`src/rtl/rr_bus_arbiter_if.sv`:
```
// Shared-bus arbitration interface: requester-side request vector plus the
// arbiter's registered grant, mux/demux select, busy and timeout indications.
interface rr_bus_arbiter_if #(
  parameter int unsigned NUM_REQ = 4
);
  localparam int unsigned SEL_BITS = $clog2(NUM_REQ);

  logic [NUM_REQ-1:0]  req;
  logic [NUM_REQ-1:0]  grant;
  logic [SEL_BITS-1:0] sel;
  logic                bus_busy;
  logic                timeout;

  // Requester side: drives requests, observes grant state.
  modport master (
    output req,
    input  grant,
    input  sel,
    input  bus_busy,
    input  timeout
  );

  // Arbiter side: observes requests, drives grant state.
  modport slave (
    input  req,
    output grant,
    output sel,
    output bus_busy,
    output timeout
  );
endinterface

```
`src/rtl/rr_bus_arbiter.sv`:
```
// Round-robin arbiter for a shared bus. One-hot registered grant with a
// bounded hold time per owner and an optional idle turnaround cycle between
// owners so tristated return-path drivers never overlap.
module rr_bus_arbiter #(
  parameter int unsigned NUM_REQ    = 4,
  parameter int unsigned MAX_HOLD   = 8,
  parameter int unsigned TURNAROUND = 1
) (
  input  logic             clk,
  input  logic             reset,
  rr_bus_arbiter_if.slave  bus
);

  localparam int unsigned SEL_BITS = $clog2(NUM_REQ);
  localparam int unsigned CNT_BITS = 8;

  typedef enum logic [1:0] {
    IDLE = 2'd0,
    BUSY = 2'd1,
    TURN = 2'd2
  } state_e;

  state_e              state_q, state_d;
  logic [NUM_REQ-1:0]  grant_q, grant_d;
  logic [SEL_BITS-1:0] sel_q, sel_d;
  logic [SEL_BITS-1:0] ptr_q, ptr_d;
  logic [CNT_BITS-1:0] hold_q, hold_d;
  logic                busy_q, busy_d;
  logic                timeout_q, timeout_d;

  int unsigned         scan_idx_c;
  logic                win_valid_c;
  logic [SEL_BITS-1:0] win_idx_c;
  logic                owner_req_c;
  logic                arb_en_c;

  // Circular priority search: first requester at or above ptr wins.
  always_comb begin
    win_valid_c = 1'b0;
    win_idx_c   = '0;
    scan_idx_c  = 0;
    for (int unsigned k = 0; k < NUM_REQ; k++) begin
      scan_idx_c = (32'(ptr_q) + k) % NUM_REQ;
      if (!win_valid_c && bus.req[SEL_BITS'(scan_idx_c)]) begin
        win_valid_c = 1'b1;
        win_idx_c   = SEL_BITS'(scan_idx_c);
      end
    end
  end

  assign owner_req_c = bus.req[sel_q];

  // Next-state and next-output logic; a grant overrides release defaults.
  always_comb begin
    state_d   = state_q;
    grant_d   = grant_q;
    sel_d     = sel_q;
    ptr_d     = ptr_q;
    hold_d    = hold_q;
    busy_d    = busy_q;
    timeout_d = 1'b0;
    arb_en_c  = 1'b0;

    case (state_q)
      IDLE: begin
        arb_en_c = 1'b1;
      end
      BUSY: begin
        if (owner_req_c && (hold_q < CNT_BITS'(MAX_HOLD))) begin
          hold_d = hold_q + CNT_BITS'(1);
        end else begin
          // Normal release or forced release at the hold limit.
          grant_d   = '0;
          busy_d    = 1'b0;
          hold_d    = '0;
          timeout_d = owner_req_c;
          if (TURNAROUND != 0) begin
            state_d = TURN;
          end else begin
            state_d  = IDLE;
            arb_en_c = 1'b1;
          end
        end
      end
      TURN: begin
        state_d  = IDLE;
        arb_en_c = 1'b1;
      end
      default: begin
        state_d = IDLE;
        grant_d = '0;
        busy_d  = 1'b0;
      end
    endcase

    if (arb_en_c && win_valid_c) begin
      state_d = BUSY;
      grant_d = NUM_REQ'(1) << win_idx_c;
      sel_d   = win_idx_c;
      ptr_d   = SEL_BITS'((32'(win_idx_c) + 32'd1) % NUM_REQ);
      hold_d  = CNT_BITS'(1);
      busy_d  = 1'b1;
    end
  end

  // State register; reset clears grant immediately without waiting for clk.
  always_ff @(posedge clk or posedge reset) begin
    if (reset) begin
      state_q   <= IDLE;
      grant_q   <= '0;
      sel_q     <= '0;
      ptr_q     <= '0;
      hold_q    <= '0;
      busy_q    <= 1'b0;
      timeout_q <= 1'b0;
    end else begin
      state_q   <= state_d;
      grant_q   <= grant_d;
      sel_q     <= sel_d;
      ptr_q     <= ptr_d;
      hold_q    <= hold_d;
      busy_q    <= busy_d;
      timeout_q <= timeout_d;
    end
  end

  assign bus.grant    = grant_q;
  assign bus.sel      = sel_q;
  assign bus.bus_busy = busy_q;
  assign bus.timeout  = timeout_q;

endmodule

```
`src/flat_wrapper.sv`:
```
// flat-port wrapper written by rule: the top's interface ports become plain ports
module rr_bus_arbiter_flat 
#(
  parameter int unsigned NUM_REQ    = 4,
  parameter int unsigned MAX_HOLD   = 8,
  parameter int unsigned TURNAROUND = 1
)
  (clk, reset, bus_req, bus_grant, bus_sel, bus_bus_busy, bus_timeout);
  rr_bus_arbiter_if #(.NUM_REQ(NUM_REQ)) bus_i ();
  input  logic clk;
  input  logic reset;
  input wire logic [$bits(bus_i.req)-1:0] bus_req;
  output wire logic [$bits(bus_i.grant)-1:0] bus_grant;
  output wire logic [$bits(bus_i.sel)-1:0] bus_sel;
  output wire logic [$bits(bus_i.bus_busy)-1:0] bus_bus_busy;
  output wire logic [$bits(bus_i.timeout)-1:0] bus_timeout;
  assign bus_i.req = bus_req;
  assign bus_grant = bus_i.grant;
  assign bus_sel = bus_i.sel;
  assign bus_bus_busy = bus_i.bus_busy;
  assign bus_timeout = bus_i.timeout;
  rr_bus_arbiter #(.NUM_REQ(NUM_REQ), .MAX_HOLD(MAX_HOLD), .TURNAROUND(TURNAROUND)) u_core (.clk(clk), .reset(reset), .bus(bus_i));
endmodule
```
`config.mk`:
```
export PLATFORM = sky130hd
export DESIGN_NAME = rr_bus_arbiter_flat
export DESIGN_NICKNAME = d
export VERILOG_FILES = /design/src/rtl/rr_bus_arbiter_if.sv /design/src/rtl/rr_bus_arbiter.sv /design/src/flat_wrapper.sv
export SDC_FILE = /design/constraint.sdc
export NUM_CORES = 1
export LEC_CHECK = 0
export CAP_MARGIN = 20
export CORE_ASPECT_RATIO = 0.9
export CORE_MARGIN = 2
export CORE_UTILIZATION = 56
export CTS_CLUSTER_DIAMETER = 30
export DETAILED_ROUTE_END_ITERATION = 10
export GPL_ROUTABILITY_DRIVEN = 0
export HOLD_SLACK_MARGIN = 0.15
export PLACE_DENSITY = 0.81
export SLEW_MARGIN = 0
export SYNTH_ARGS = -nofsm -noshare
export SYNTH_HDL_FRONTEND = slang
export SYNTH_SLANG_ARGS = --single-unit
```
`constraint.sdc`:
```
create_clock -name clk -period 4.8 [get_ports clk]
set_input_delay 0.96 -clock clk [delete_from_list [all_inputs] [get_ports clk]]
set_output_delay 0.96 -clock clk [all_outputs]
set_load 0.05 [all_outputs]
```
==> metrics.sh, run 1 <==
RUN_STATUS='complete, no violations'
CP-START-KIND='primary input'
AREA_GROWTH_SYN_TO_LAYOUT_PCT=17.75
CLKTRANSATPATHREGS_NS=0.11
YOSYS.AREA.TOP_TYPE='sky130_fd_sc_hd__dfrtp_1'
LAYOUT-DRIVE-GT1-SHARE_PCT=10.58
DIE-WIDTH_UM=48.57
CRIT_FANOUT=6
H-TREE-DEPTH=1
SLEW_VIOLATIONS=0
MAXCAPVIOLCOUNT=0
FINALCRITPERIODSHARE_PCT=57.76
GRT_PASS1_WL_UM=3015
CTSROOTBUFFERMASTER='sky130_fd_sc_hd__clkbuf_4'
CLK_LATENCY_NS=0.30
ANTENNA_VIOLATING_NETS_POST_ROUTE=0
SYNTHDISTINCTLIBCELLS=29
YS_TOP_CELLS_BY_AREA='sky130_fd_sc_hd__dfrtp_1, sky130_fd_sc_hd__ha_1, sky130_fd_sc_hd__mux2i_1'
POSTSYNTH.ASYNCRESETSHARE_PCT=100.0
SYNTH_AREA_UM2=1001
SYNTH.TOP_CELLS.BY_COUNT='sky130_fd_sc_hd__dfrtp_1, sky130_fd_sc_hd__inv_1, sky130_fd_sc_hd__nor2_1, sky130_fd_sc_hd__a21oi_1'
GRT_MAX_DEGREE=21
WORST_STAGE_DELAY_ON_THE_CRITICAL_PATH_NS=0.58
DRT_DRC_VIOLATIONS_LEFT=0
FINALSETUPTNS_NS=0
MAPPEDNETLISTNETS=100
CTS_HOLD_REPAIR.BUFFERS=0
FINALSETUPVIOLATIONS=0
YS_SEQ_AREA_SHARE_PCT=50.00
POST_DP_HPWL_UM=1337
VIAS=712
FIRST_GLOBAL_VIAS=662
CP_NUM_BUF_INV=2
CORE.ROWCOUNT=14
OVERFLOW=0
TOTAL_ITERATIONS_OF_THE_FIRST_DETAILED_ROUTING_RUN=4
CTS-RESIZED-GATES=0
REL_SLEW_SLACK_PCT=50.16
INITIAL_ANTENNA_VIOLATION_COUNT=0
SYNTH_AREA_PER_CELL_UM2=11.25
TIGHTEST_SLEW_NS=0.7468
SYNTHCELLS=89
FINAL.HOLD.WORST_SLACK_NS=0.5098
RSZ0062_AT_GRT='false'
YOSYS_REGISTER_BITS=20
ROUTED_WIRE_LENGTH_PER_INSTANCE_UM=14.30
WORSTPATHREQUIRED_NS=4.99
DESIGN.CORE.AREA_UM2=1682
FINAL_NET_COUNT=117
CTS_TREE='yes'
TIMING.FINAL.HOLD_VIOLATIONS=0
SYNTH_TOP_FLOP_CELL='sky130_fd_sc_hd__dfrtp_1'
PORT_BUFFERS=13
WORSTPATHCELLLIST='clkdlybuf4s50_1, mux2i_1, nor2_1, a311oi_1, inv_1, ha_1, a22oi_1, o21ai_0'
CRITICAL-PATH-TOP-DELAY-FAMILY='compound AO/OA/AOI/OAI gates'
SYNTH-EDFF-COUNT=0
POWER_LEAKAGE_nW=0.5325
ROUTED_WIRELENGTH_UM=1830
VDD_DROP_MAX_V=0.0003700
CRIT_TYPE='primary input to flip-flop'
SETUP.WORST_PATH.END_CLASS='flip-flop'
N_FILL_CELL=125
SYNTH_TOP_CELL_AREA_SHARE_PCT=50.00
GRT_USAGE_PCT=19.03
LAYOUT_MIN_CYCLE_TIME_NS=2.772
DRTITER0DRC=14
NUMCTSBUFFERS=3
CTS_SETUP_BUFFERS=0
DIE-AREA_UM2=2142
CRIT_PATH_ARRIVAL_TIME_NS=2.96
CTS-ROOT-TO-SINK-BUFFERS=2
IOS=14
INITIAL_UTILIZATION_PCT=59.52
FIN_SKEW_NS=0.004270
VIAS_PER_CELL=5.563
CPMAXSTAGEDELAYCELL='sky130_fd_sc_hd__a311oi_1'
SYNTH_MOST_COMMON_CELL='sky130_fd_sc_hd__dfrtp_1'
MIN_PATH_TYPE='flip-flop to flip-flop'
DIODES=0
MAX_CLOCK_FREQ_MHz=360.7
P_PER_CELL_AREA_nW_PER_UM2=607.8
SYNTH_WARNINGS=0
CTS_NUM_SINKS=20
CHIPHEIGHT_UM=44.11
## routing by layer
layer  wire, um  vias up  global-route usage (%)  share of wire, %
met3         83        2                   7.095               4.5
met5          0        -                       0                 0
met4         18        0                   7.429              0.98
met1        895      351                   25.28                49
li1           -      343                       -                 -
met2        833       16                   28.89                46
## final cells by class
| cell class | instances | area, um^2 | area share [%] |
|---|---|---|---|
| well taps | 24 | 30.03 | 2.548 |
| multi-input cells | 61 | 469.2 | 39.81 |
| repair buffers | 13 | 130.1 | 11.04 |
| clock buffers | 3 | 22.52 | 1.911 |
| inverters | 7 | 26.28 | 2.229 |
| flip-flops and latches | 20 | 500.5 | 42.46 |
## registers in the layout, summed over array words and instances (netlist names)
register,flops
u_core.bus.bus_busy,1
u_core.bus.grant,4
u_core.bus.sel,2
u_core.bus.timeout,1
u_core.hold_q,8
u_core.ptr_q,2
u_core.state_q,2
## power breakdown
part | switching (mW) | total [mW] | internal (mW) | leakage, nW
logic | 0.213 | 0.357 | 0.144 | 0.260
clock network | 0.0492 | 0.0784 | 0.0292 | 0.0138
registers | 0.0600 | 0.281 | 0.221 | 0.258
total | 0.322 | 0.716 | 0.394 | 0.532
## cell usage in the layout, fill, tap and decap left out, types with 2 or more instances in the layout
cell type / Yosys / routed
sky130_fd_sc_hd__a21oi_1: 6 / 6
sky130_fd_sc_hd__a22o_1: 2 / 2
sky130_fd_sc_hd__a22oi_1: 2 / 2
sky130_fd_sc_hd__clkbuf_4: 0 / 3
sky130_fd_sc_hd__clkdlybuf4s50_1: 0 / 13
sky130_fd_sc_hd__dfrtp_1: 20 / 20
sky130_fd_sc_hd__ha_1: 5 / 5
sky130_fd_sc_hd__inv_1: 7 / 7
sky130_fd_sc_hd__mux2_2: 4 / 4
sky130_fd_sc_hd__mux2i_1: 5 / 5
sky130_fd_sc_hd__nand2b_1: 3 / 3
sky130_fd_sc_hd__nor2_1: 7 / 7
sky130_fd_sc_hd__nor2b_1: 4 / 4
sky130_fd_sc_hd__o21ai_0: 5 / 5
sky130_fd_sc_hd__o2bb2ai_1: 3 / 3
## logic make-up after synthesis
group	share of synthesized area (%)
multiplexers	9.500
flip-flops	50.00
AND/OR/NAND/NOR	14.88
adder cells (fa/ha/maj)	6.250
buffers and inverters	3.125
AO/OA/AOI/OAI	16.25
## worst reg2reg max path: stages (launching register included)
cell and delay (ns):
sky130_fd_sc_hd__dfrtp_1 0.45, sky130_fd_sc_hd__mux2i_1 0.21, sky130_fd_sc_hd__nor2_1 0.05, sky130_fd_sc_hd__a311oi_1 0.58
sky130_fd_sc_hd__inv_1 0.15, sky130_fd_sc_hd__ha_1 0.23, sky130_fd_sc_hd__a22oi_1 0.17, sky130_fd_sc_hd__o21ai_0 0.11
## stage by stage
stage / std cells / utilization (%) / worst slack, ns / cell area [um^2] / power [mW]
after floorplan: 89 / - / 2.535 / 1001 / 0.5335
after global placement: 125 / 68.75 / 1.848 / 1156 / 0.6294
after detailed placement: 125 / 68.75 / 1.654 / 1156 / 0.6427
after CTS: 128 / 70.09 / 2.002 / 1179 / 0.7219
after global routing: 128 / 70.09 / 1.917 / 1179 / 0.7584
final: 128 / 70.09 / 2.028 / 1179 / 0.7164
## final timing paths
path	startpoint	endpoint	slack, ns	cells past startpoint
max	bus_req[0]	u_core.bus.grant[2]$_DFFE_PP0P_	2.03	8
min	u_core.hold_q[5]$_DFFE_PP0P_	u_core.hold_q[5]$_DFFE_PP0P_	0.51	1
max reg2reg	u_core.ptr_q[1]$_DFFE_PP0P_	u_core.bus.grant[2]$_DFFE_PP0P_	2.74	7
min reg2reg	u_core.hold_q[5]$_DFFE_PP0P_	u_core.hold_q[5]$_DFFE_PP0P_	0.51	1
max in group asynchronous	reset	u_core.bus.bus_busy$_DFFE_PP0P_	3.25	2
min in group asynchronous	reset	u_core.bus.sel[1]$_DFFE_PP0P_	1.08	2
(Power assumes the default switching activity.)
==> inputs of run 2 (changes only) <==
Settings changed: CORE_UTILIZATION 56 to 47, PLACE_DENSITY 0.81 to 0.73.
Clock period 4.8 ns to 2.4 ns, I/O delays scaled along.
==> metrics.sh, run 2 (synthesis gave the netlist of run 1 again) <==
MULTIINPUTGATEAREA_UM2=469.2
TOTAL_ITERATIONS_OF_THE_FIRST_DETAILED_ROUTING_RUN=4
RSZ0062_AT_GRT='false'
VDD_DROP_MAX_V=0.0007376
CLKTRANSATPATHREGS_NS=0.10
GRT_USAGE_PCT=18.41
CRITICAL_PATH.STARTPOINT='u_core.bus.sel[1]$_DFFE_PP0P_'
CRIT_PATH_ARRIVAL_TIME_NS=1.57
FIRST_GLOBAL_VIAS=707
FINALCRITPERIODSHARE_PCT=85.50
POWER_LEAKAGE_nW=0.5541
PORT_BUFFERS=13
DRT_DRC_VIOLATIONS_LEFT=0
RUN_STATUS='complete, no violations'
TIMING.FINAL.HOLD_VIOLATIONS=0
WORSTPATHCELLLIST='clkdlybuf4s50_1'
INITIAL_UTILIZATION_PCT=50.79
N_FILL_CELL=166
NUMCTSBUFFERS=3
DESIGN.CORE.AREA_UM2=1971
CTSROOTBUFFERMASTER='sky130_fd_sc_hd__clkbuf_4'
CHIPHEIGHT_UM=47.78
CTS_HOLD_REPAIR.BUFFERS=0
DIE-WIDTH_UM=52.65
SEQUENTIAL_CELL_AREA_UM2=500.5
LAYOUT-DRIVE-GT1-SHARE_PCT=13.89
TIMING.HOLD.WORST.START='u_core.hold_q[6]$_DFFE_PP0P_'
MOSTFREQUENTLAYOUTCELLS='sky130_fd_sc_hd__dfrtp_1, sky130_fd_sc_hd__clkdlybuf4s50_1, sky130_fd_sc_hd__nor2_1, sky130_fd_sc_hd__inv_1, sky130_fd_sc_hd__a21oi_1'
FINALPOWER_mW=1.480
CRITICAL-PATH-TOP-DELAY-FAMILY='buffers and inverters'
REL_SLEW_SLACK_PCT=50.79
POST_DP_HPWL_UM=1430
CTS-RESIZED-GATES=0
CTS_SETUP_BUFFERS=0
GRT_MAX_DEGREE=21
DIE-AREA_UM2=2515
VIAS=719
CTS_TREE='yes'
FINAL_NET_COUNT=120
GRT_PASS1_WL_UM=3222
ROUTED_WIRE_LENGTH_PER_INSTANCE_UM=14.08
CTS_NUM_SINKS=20
FIN_SKEW_NS=0.005146
FINALSETUPVIOLATIONS=0
DIODES=0
SLEW_VIOLATIONS=0
MOSTFREQUENTLAYOUTCELL='sky130_fd_sc_hd__dfrtp_1'
OVERFLOW=0
AREA_GROWTH_SYN_TO_LAYOUT_PCT=21.50
CP-START-KIND='flip-flop'
CRIT-REG2REG-LAUNCH='u_core.ptr_q[1]$_DFFE_PP0P_'
SETUP.WORST_PATH.END_CLASS='primary output'
DRTITER0DRC=12
INITIAL_ANTENNA_VIOLATION_COUNT=0
CRIT_FANOUT=4
LARGEST_REGISTER_FFS=8
WORST_SLACK_NS=0.3479
TIGHTEST_SLEW_NS=0.7374
PLACE_WORST_SETUP_SLACK_NS=0.1415
MIN_PATH_TYPE='flip-flop to flip-flop'
P_PER_CELL_AREA_nW_PER_UM2=1217
LAYOUT_MIN_CYCLE_TIME_NS=2.052
WORST_STAGE_DELAY_ON_THE_CRITICAL_PATH_NS=0.83
CPMAXSTAGEDELAYCELL='sky130_fd_sc_hd__clkdlybuf4s50_1'
H-TREE-DEPTH=1
FINALSETUPTNS_NS=0
CTS-ROOT-TO-SINK-BUFFERS=2
MAX_CLOCK_FREQ_MHz=487.3
IOS=14
CORE.ROWCOUNT=15
CP_NUM_BUF_INV=1
WORSTPATHREQUIRED_NS=1.92
MAXCAPVIOLCOUNT=0
CLK_LATENCY_NS=0.30
LARGEST_REGISTER='u_core.hold_q'
VIAS_PER_CELL=5.406
ANTENNA_VIOLATING_NETS_POST_ROUTE=0
ROUTED_WIRELENGTH_UM=1872
CRIT_TYPE='flip-flop to primary output'
## run 2: cell count changes in the layout (fill, tap and decap cells not counted), sizes merged
cell / previous run / this run
buf: 0 / 3
clkbuf: 3 / 4
## run 2: cell type report
type / instances / area share, %
Multi-Input combinational cell: 61 / 38.58
Tap cell: 25 / 2.572
Sequential cell: 20 / 41.15
Timing Repair Buffer: 16 / 12.55
Clock buffer: 4 / 2.984
Inverter: 7 / 2.160
## run 2: report_power, final
part	internal (mW)	switching (mW)	total, mW	leakage [nW]
Clock	0.0925	0.0975	0.190	0.0210
Sequential	0.441	0.124	0.565	0.258
Combinational	0.299	0.426	0.724	0.275
Total	0.833	0.647	1.48	0.554
## run 2: per-layer routing
layer,GRT usage [%],vias to the layer above,share of wire (%)
met5,0,-,0
met4,7.179,0,0.69
met3,6.250,2,5.1
met2,26.75,17,43
met1,25.70,346,51
li1,-,354,-
## run 2: path summary, 6_finish.rpt
kind	endpoint	cells past startpoint	slack, ns
setup / recovery	bus_sel[1]	1	0.35
setup reg to reg	u_core.bus.grant[2]$_DFFE_PP0P_	8	0.60
hold reg to reg	u_core.hold_q[6]$_DFFE_PP0P_	1	0.50
hold / removal	u_core.hold_q[6]$_DFFE_PP0P_	1	0.50
max in group asynchronous	u_core.state_q[0]$_DFFE_PP0P_	2	1.34
min in group asynchronous	u_core.hold_q[5]$_DFFE_PP0P_	2	0.60
## run 2: metrics by stage
stage	utilization, %	hold slack (ns)	cell area (um^2)	instances
final	61.71	0.5034	1216	133
after floorplan	-	0.4438	1001	89
after CTS	61.71	0.5050	1216	133
after global routing	61.71	0.5222	1216	133
after detailed placement	59.87	0.4779	1180	129
after global placement	59.87	0.4713	1180	129
==> patch, RTL diff (config.mk and constraints of run 2) <==
`MAX_HOLD` is set to 8 in 2 places; all go to 4.
--- a/src/rtl/rr_bus_arbiter.sv
+++ b/src/rtl/rr_bus_arbiter.sv
@@ -4,5 +4,5 @@
 module rr_bus_arbiter #(
   parameter int unsigned NUM_REQ    = 4,
-  parameter int unsigned MAX_HOLD   = 8,
+  parameter int unsigned MAX_HOLD   = 4,
   parameter int unsigned TURNAROUND = 1
 ) (
--- a/src/flat_wrapper.sv
+++ b/src/flat_wrapper.sv
@@ -3,5 +3,5 @@
 #(
   parameter int unsigned NUM_REQ    = 4,
-  parameter int unsigned MAX_HOLD   = 8,
+  parameter int unsigned MAX_HOLD   = 4,
   parameter int unsigned TURNAROUND = 1
 )
Function: changed (a bounded check fails within 10 cycles, from zero or initial values and one cycle with reset high).
==> patch against run 2 <==
Total power grew 14%. Critical path type is now in -> reg. Sequential share of layout area is 4.5 points lower. Sequential cell count unchanged. Die area rose by 9.5%. Final cell count up 16%. Register-to-register slack got worse by 0.14 ns. Clock skew down 0.0034 ns. Critical endpoint is now u_core.bus.grant[0]. Worst setup slack worse by 0.086 ns. Combinational power is 15% higher. Area after synthesis rose by 10%. First-iteration DRC count grew 67%. Highest routed layer unchanged. Global-route usage is 1.0 points higher. Cell area up 12%. Wire length is 17% higher.
==> patch: results (changes against run 2) <==
* Synth unique cells at 33 (was 29)
* Post-synth top area share at 0.453 (was 0.500)
* CP Capture Type: register (was primary output)
* Number of global-route vias before repair at 866 (was 707)
* Invs w/o clock at 9 (was 7)
* Drt initial violations at 20 (was 12)
* Leak Pwr at 0.606 nW (was 0.554 nW)
* Worst Setup SP: bus_req[2] (was u_core.bus.sel[1])
* Dominant class by area: multi-input gates (was sequential cells)
* Clk cell area share at 0.0385 (was 0.0298)
* Max-Slew Margin vs Limit at 0.497 (was 0.508)
* Share of cells above drive strength 1 at 0.142 (was 0.139)
* Worst hold endpoint: u_core.bus.grant[2] (was u_core.hold_q[6])
* NonClk Buf Share at 0.139 (was 0.126)
* Family with the most delay on the worst path: simple AND/OR/NAND/NOR gates (was buffers and inverters)
* Post-Syn Instances at 104 (was 89)
* Finished Layout Cells at 154 (was 133)
* DR WL/cell at 14.2 um (was 14.1 um)
* First-pass GRT wire length at 3790 um (was 3220 um)
* VDD IR max at 0.758 mV (was 0.738 mV)
* Total global-route track usage at 0.194 (was 0.184)
* Peak fanout along the critical path at 5 (was 4)
* Post-DP HPWL at 1520 um (was 1430 um)
* Critical Path End: u_core.bus.grant[0] (was bus_sel[1])
* Post-place setup slack at -0.0636 ns (was 0.141 ns)
* Syn_nets at 115 (was 100)
* Number of multi-input logic gates at 73 (was 61)
* Area delta synth->final at 23.7% (was 21.5%)
* Fmax at 468 MHz (was 487 MHz)
* Largest stage delay, worst path at 0.55 ns (was 0.83 ns)
* Multi-input logic area at 556 um^2 (was 469 um^2)
* Sequential cell count at 20 (unchanged)
* Clock Buffer Count at 3 (was 4)
* Hold Path Cell Cnt at 2 (was 1)
* DR vias at 840 (was 719)
* Hold Crit Start: u_core.bus.grant[2] (was u_core.hold_q[6])
* Total of fill cells in the finished design at 188 (was 166)
* Dpl cell area at 1310 um^2 (was 1180 um^2)
* Top post-synthesis cells by count: dfrtp_1, nor2b_1, inv_1, mux2i_1 (was dfrtp_1, inv_1, nor2_1, a21oi_1)
* Final nets at 139 (was 120)
* Outcome: finished, final reports clean (unchanged)
[patch: changes by cell type in the layout (fill, tap and decap cells not counted), sizes merged, moves of 3 or more]
cell,delta
nor2b,+12
buf,+5
a21oi,-4
nand2,+4
nor2,-4
mux2,-3
o2bb2ai,-3
[patch: power breakdown]
part / switching, mW / internal [mW] / total [mW]
sequential: 0.132 / 0.443 / 0.575
combinational: 0.475 / 0.353 / 0.829
clock: 0.108 / 0.169 / 0.277
[patch: layer usage]
layer	part of all wire	wire, um	track usage
met1	0.47	1020	0.238
met4	0.034	74	0.0935
met3	0.038	83	0.0455
met5	0	0	0
met2	0.46	1010	0.312
[patch: logic make-up (layout without fill, tap and decap cells)]
logic type	Yosys count	in the layout	share of synthesized area
and+or+nand+nor	42	42	0.257
AOI/OAI and AO/OA	18	18	0.101
adders and majority gates	5	5	0.0566
DFF	20	20	0.453
buffers and inverters	11	34	0.0442
muxes	8	8	0.0883
